## src/rtl/snail_rr_scheduler.sv

```systemverilog
`default_nettype none
// ============================================================================
// snail_rr_scheduler: arbitrates two requesters onto one Moore "01" detector,
// serialises each word MSB-first and returns the smile count with the owner ID.
// Option macro: SNAIL_SCHED_RR_EN (round-robin; fixed priority to req0 if undefined)
// Revision: 1.0
// ============================================================================
module snail_rr_scheduler #(
  parameter int WORD_W    = 8,
  parameter int SMILE_LAT = 2
) (
  input  logic                         clk_in,
  input  logic                         rst_in,
  input  logic                         req0_valid_in,
  input  logic [WORD_W-1:0]            req0_word_in,
  output logic                         req0_ready_out,
  input  logic                         req1_valid_in,
  input  logic [WORD_W-1:0]            req1_word_in,
  output logic                         req1_ready_out,
  output logic                         snail_clr_out,
  output logic                         snail_seq_out,
  input  logic                         snail_smile_in,
  output logic                         done_valid_out,
  output logic                         done_id_out,
  output logic [$clog2(WORD_W+1)-1:0]  done_count_out,
  input  logic                         done_ready_in
);

  localparam int BIT_W      = $clog2(WORD_W);
  localparam int CNT_W      = $clog2(WORD_W + 1);
  localparam int DRAIN_W    = (SMILE_LAT > 2) ? $clog2(SMILE_LAT) : 1;
  localparam int DRAIN_LAST = (SMILE_LAT >= 2) ? SMILE_LAT - 2 : 0;

  typedef enum logic [2:0] {
    IDLE   = 3'd0,
    CLEAR  = 3'd1,
    SHIFT  = 3'd2,
    DRAIN  = 3'd3,
    REPORT = 3'd4
  } state_t;

  state_t                state;
  state_t                state_nxt;
  logic [WORD_W-1:0]     word_sh;
  logic                  id_q;
  logic [BIT_W-1:0]      bit_cnt;
  logic [DRAIN_W-1:0]    drain_cnt;
  logic [SMILE_LAT-1:0]  tags;
  logic [CNT_W-1:0]      count;
  logic                  seq_q;
  logic                  grant0;
  logic                  grant1;
  logic                  accept;

`ifdef SNAIL_SCHED_RR_EN
  logic ptr;

  always_comb begin
    grant0 = 1'b0;
    grant1 = 1'b0;
    if (state == IDLE) begin
      grant1 = req1_valid_in && (!req0_valid_in || ptr);
      grant0 = req0_valid_in && !grant1;
    end
  end

  // Pointer names the requester that wins the next tie.
  always_ff @(posedge clk_in or negedge rst_in) begin
    if (!rst_in) begin
      ptr <= 1'b0;
    end else if (accept) begin
      ptr <= ~grant1;
    end
  end
`else
  always_comb begin
    grant0 = 1'b0;
    grant1 = 1'b0;
    if (state == IDLE) begin
      grant0 = req0_valid_in;
      grant1 = req1_valid_in && !req0_valid_in;
    end
  end
`endif

  assign req0_ready_out = grant0;
  assign req1_ready_out = grant1;
  assign accept         = grant0 || grant1;

  always_comb begin
    state_nxt = state;
    case (state)
      IDLE:    if (accept) state_nxt = CLEAR;
      CLEAR:   state_nxt = SHIFT;
      SHIFT:   if (bit_cnt == BIT_W'(WORD_W - 1)) state_nxt = (SMILE_LAT > 1) ? DRAIN : REPORT;
      DRAIN:   if (drain_cnt == DRAIN_W'(DRAIN_LAST)) state_nxt = REPORT;
      REPORT:  if (done_ready_in) state_nxt = IDLE;
      default: state_nxt = IDLE;
    endcase
  end

  always_ff @(posedge clk_in or negedge rst_in) begin
    if (!rst_in) begin
      state <= IDLE;
    end else begin
      state <= state_nxt;
    end
  end

  // seq_q and tags[0] are loaded from state_nxt so they line up with the SHIFT cycles.
  always_ff @(posedge clk_in or negedge rst_in) begin
    if (!rst_in) begin
      word_sh   <= '0;
      id_q      <= 1'b0;
      bit_cnt   <= '0;
      drain_cnt <= '0;
      tags      <= '0;
      count     <= '0;
      seq_q     <= 1'b0;
    end else begin
      if (accept) begin
        word_sh <= grant1 ? req1_word_in : req0_word_in;
        id_q    <= grant1;
      end else if (state_nxt == SHIFT) begin
        word_sh <= word_sh << 1;
      end

      seq_q <= (state_nxt == SHIFT) && word_sh[WORD_W-1];

      if (state == SHIFT && state_nxt == SHIFT) begin
        bit_cnt <= bit_cnt + BIT_W'(1);
      end else begin
        bit_cnt <= '0;
      end

      if (state == DRAIN && state_nxt == DRAIN) begin
        drain_cnt <= drain_cnt + DRAIN_W'(1);
      end else begin
        drain_cnt <= '0;
      end

      tags[0] <= (state_nxt == SHIFT);
      for (int i = 1; i < SMILE_LAT; i++) begin
        tags[i] <= tags[i-1];
      end

      if (state == CLEAR) begin
        count <= '0;
      end else if (tags[SMILE_LAT-1] && snail_smile_in) begin
        count <= count + CNT_W'(1);
      end
    end
  end

  assign snail_clr_out  = (state == CLEAR);
  assign snail_seq_out  = seq_q;
  assign done_valid_out = (state == REPORT);
  assign done_id_out    = id_q;
  assign done_count_out = count;

endmodule
`default_nettype wire

```

## config.mk

```make
export PLATFORM = sky130hd
export DESIGN_NAME = snail_rr_scheduler
export DESIGN_NICKNAME = d
export VERILOG_FILES = /design/src/rtl/snail_rr_scheduler.sv
export SDC_FILE = /design/constraint.sdc
export NUM_CORES = 1
export LEC_CHECK = 0
export BUFFER_PORTS_ARGS = -buffer_cell sky130_fd_sc_hd__buf_2
export CORE_MARGIN = 3
export CORE_UTILIZATION = 37
export DETAILED_ROUTE_END_ITERATION = 16
export PLACE_DENSITY = 0.62
export RECOVER_POWER = 25
export SLEW_MARGIN = 20
export SYNTH_ARGS = -nofsm -noshare
export SYNTH_HDL_FRONTEND = slang
export SYNTH_SLANG_ARGS = --single-unit
export TNS_END_PERCENT = 50
```

## constraint.sdc

```tcl
create_clock -name clk_in -period 1.6 [get_ports clk_in]
set_input_delay 0.08 -clock clk_in [delete_from_list [all_inputs] [get_ports clk_in]]
set_output_delay 0.08 -clock clk_in [all_outputs]
set_load 0.02 [all_outputs]
```

==> summary.txt <==
Run status
  – Outcome: finished, violations left
  – Violations in the final reports: setup timing

Timing
  – Part of the cycle the worst path needs: 1.102
  – Final slew viol count: 0
  – Final min period: 1764 ps
  – Maximum clock rate: 566.9 MHz
  – RSZ-0062 raised after global routing: true
  – Final number of hold-violating endpoints: 0
  – Relative slew slack: 0.1815
  – Smallest setup slack after layout: -163.9 ps
  – Largest clock skew in the final design: 1.706 ps
  – Actual slew at the worst max-slew pin: 1228 ps
  – Total setup violations reported at the end of the flow: 10

Synthesis
  – Fraction of synthesized area in multiplexers: 0.07801
  – Dominant synthesized flop cell: sky130_fd_sc_hd__dfrtp_1
  – Mean cell area of the mapped netlist: 11.21 um^2
  – Proportion of synthesized chip area in sequential cells: 0.4984
  – Top cells by instance count after synthesis: sky130_fd_sc_hd__dfrtp_1, sky130_fd_sc_hd__nor2_1, sky130_fd_sc_hd__o22ai_1, sky130_fd_sc_hd__a2bb2oi_1, sky130_fd_sc_hd__mux2_1
  – Arithmetic-cell share of the synthesized area counting full adders, half adders and majority gates: 0.03250
  – Fraction of synthesized cell area in xor and xnor cells: 0.02275
  – Simple-Gate Fraction of Synth Area: 0.1679
  – Post-Synthesis Cells: 103
  – Number of synthesized flops with an enable pin: 0
  – Count of state elements after synthesis: 23
  – Largest cells by area after synthesis: sky130_fd_sc_hd__dfrtp_1, sky130_fd_sc_hd__mux2_1, sky130_fd_sc_hd__a2bb2oi_1, sky130_fd_sc_hd__o22ai_1, sky130_fd_sc_hd__nor2_1
  – Share of flip-flops with an asynchronous set or reset: 1.000
  – Synth Net Count: 128
  – Number of distinct standard cells referenced by the synthesized netlist: 33
  – Compound-cell area share of the yosys netlist: 0.1517
  – Cell accounting for the most synthesized area: sky130_fd_sc_hd__dfrtp_1
  – Number of warnings issued by yosys: 0
  – Fraction of post-synthesis cell area in the top cell type by area: 0.4984
  – Post-synthesis instance area: 0.001155 mm^2
  – Main combinational cell family by area after synthesis: simple AND/OR/NAND/NOR gates
  – Most frequently used cell type in the post-synthesis netlist: sky130_fd_sc_hd__dfrtp_1

Place
  – Placement-stage cell area: 0.001413 mm^2
  – Detail Placement HPWL: 1853 um
  – Placed insts: 169
  – Final weighted congestion in routability-driven placement: 0.7045
  – Input/output buffers: 31

Layout
  – Share of post-route cells with drive strength above 1: 0.4247
  – Layout Cells excl Fill: 177
  – Ant diodes: 0
  – Finished layout cell area: 0.001520 mm^2
  – Utilization after layout: 0.5329
  – Synthesis-to-finish area growth: 31.64%
  – Net count reported at finish: 172

Min path
  – Worst Hold Class: in -> reg

Detailed routing
  – Detailed Routing Iterations Pass 1: 4
  – Detailed-route DRC error count: 0
  – DRT iter0 DRCs: 31
  – Number of vias per cell after detailed routing: 5.181
  – Detailed-route wire length: 2455 um
  – DR WL/cell: 13.87 um
  – Routed via count: 917
  – Antenna Violating Nets Remaining: 0

Clocking
  – Number of sinks driven by the clock tree: 23
  – TritonCTS clock tree: built
  – Number of levels the H-tree was split into: 1
  – CTS buffer count: 3
  – Clock transition at path regs: 120 ps
  – Clock Path Buffers: 2
  – Clk Latency, worst-skew pair: 300 ps
  – Root Driver: sky130_fd_sc_hd__clkbuf_4

Setup path
  – Largest fanout of any net on the critical path: 7
  – Element type at the critical path end: register
  – WP data required: 1800 ps
  – Worst setup path category: reg -> reg
  – Worst EP arrival: 1960 ps
  – Type of origin of the critical path: register

Floorplan
  – Die Height: 61.87 um
  – Core Box Area: 0.002853 mm^2
  – Effective utilization at floorplan: 0.4048
  – Floorplan row count: 19
  – Count of boundary I/O pins: 32
  – Total die area: 0.003828 mm^2
  – Die width: 61.87 um

Power and ir drop
  – Power per Cell Area: 1856 mW/mm^2
  – Static leakage power: 0.7332 nW
  – Final total power: 2.821 mW
  – Worst voltage drop across the vdd grid: 0.0008802 V

Global routing
  – Global Route Usage Sum: 0.1389
  – Number of global-route vias before repair: 895
  – Initial antenna violation count: 0
  – Wire length of the first global-routing pass: 3926 um
  – Pin count of the biggest net entering global routing: 24
  – GRT overflow: 0

Job
  – Max-cap violations: 0
## per-stage QoR
step | hold slack, ps | setup TNS, ps | worst slack, ps
after global routing | 40.53 | -2327 | -221.7
final | 39.69 | -1211 | -163.9
after detailed placement | 85.23 | -1186 | -168.0
after global placement | 76.66 | -956.6 | -136.3
after CTS | 19.11 | -1510 | -191.4
after floorplan | -215.6 | -743.6 | -106.2
## area by class of cell
type	instances	area, um^2
Clock buffer	4	26.28
Tap cell	31	38.79
Sequential cell	23	575.6
Timing Repair Buffer	43	266.5
Fill cell	258	1333
Multi-Input combinational cell	72	598.1
Inverter	4	15.01
## power breakdown
part | switching, mW | internal (mW) | leakage [nW]
sequential | 0.154 | 0.828 | 0.283
clock | 0.167 | 0.0971 | 0.0150
combinational | 0.723 | 0.851 | 0.435
## worst paths after layout
kind	start	end	slack (ps)	cells past startpoint
max in group asynchronous	rst_in	done_id_out	340	2
min in group asynchronous	rst_in	done_count_out[3]	540	2
min reg2reg	tags[0]	tags[1]	380	0
min	snail_smile_in	done_count_out[1]	40	3
max	bit_cnt[0]	word_sh[2]	-160	6
max reg2reg	bit_cnt[0]	word_sh[2]	-160	6
## critical path, cell delays in order (launching register included)
cell	delay, ps
sky130_fd_sc_hd__dfrtp_1	410
sky130_fd_sc_hd__ha_2	190
sky130_fd_sc_hd__ha_4	150
sky130_fd_sc_hd__or3b_4	390
sky130_fd_sc_hd__o21ai_4	80
sky130_fd_sc_hd__nand2_4	120
sky130_fd_sc_hd__mux2_4	320
## routing by layer
layer  track usage  vias up  routed length (um)
met5             0        -                   0
met4       0.05455        0                  19
met3       0.01860        2                  78
met2        0.2227       16                1220
met1        0.1897      446                1137
li1              -      453                   -
## cell families after synthesis
logic type               Yosys count
multiplexers                       8
other                              1
AND/OR/NAND/NOR                   33
XOR/XNOR                           3
buffers and inverters              8
AO/OA/AOI/OAI                     24
adder cells (fa/ha/maj)            3
flip-flops                        23
## placed cells by master (no fill, tap or decap), types with 2 or more instances in the layout
cell and instances:
sky130_fd_sc_hd__xor2_1 2, sky130_fd_sc_hd__nand2b_1 2, sky130_fd_sc_hd__buf_2 27, sky130_fd_sc_hd__buf_4 10, sky130_fd_sc_hd__buf_6 2, sky130_fd_sc_hd__a21oi_1 3, sky130_fd_sc_hd__nor2_1 8, sky130_fd_sc_hd__dlygate4sd3_1 3
sky130_fd_sc_hd__clkbuf_4 3, sky130_fd_sc_hd__and2_1 3, sky130_fd_sc_hd__dfrtp_1 23, sky130_fd_sc_hd__mux2_4 7, sky130_fd_sc_hd__nand2_1 4, sky130_fd_sc_hd__nor3_1 2, sky130_fd_sc_hd__nand3_1 3, sky130_fd_sc_hd__nor2_4 2
sky130_fd_sc_hd__clkbuf_1 2, sky130_fd_sc_hd__inv_1 3, sky130_fd_sc_hd__o22ai_1 9, sky130_fd_sc_hd__a2bb2oi_1 7
## flip-flops by register name, indices dropped and copies added (netlist names)
name / cells
bit_cnt: 3
drain_cnt: 1
snail_seq_out: 1
done_count_out: 4
tags: 2
done_id_out: 1
word_sh: 8
state: 3
## repair_timing
| item | 4_1_cts | 5_1_grt |
|---|---|---|
| hold buffers | 3 | 0 |
| pin swaps | 4 | 3 |
| setup buffers | 0 | 1 |
| hold endpoints to repair | 25 | 0 |
| gates resized for setup | 10 | 2 |
| gates cloned | 0 | 0 |
| endpoints found under the setup margin | 12 | 15 |
No activity file was read; power rests on OpenSTA's default activity.
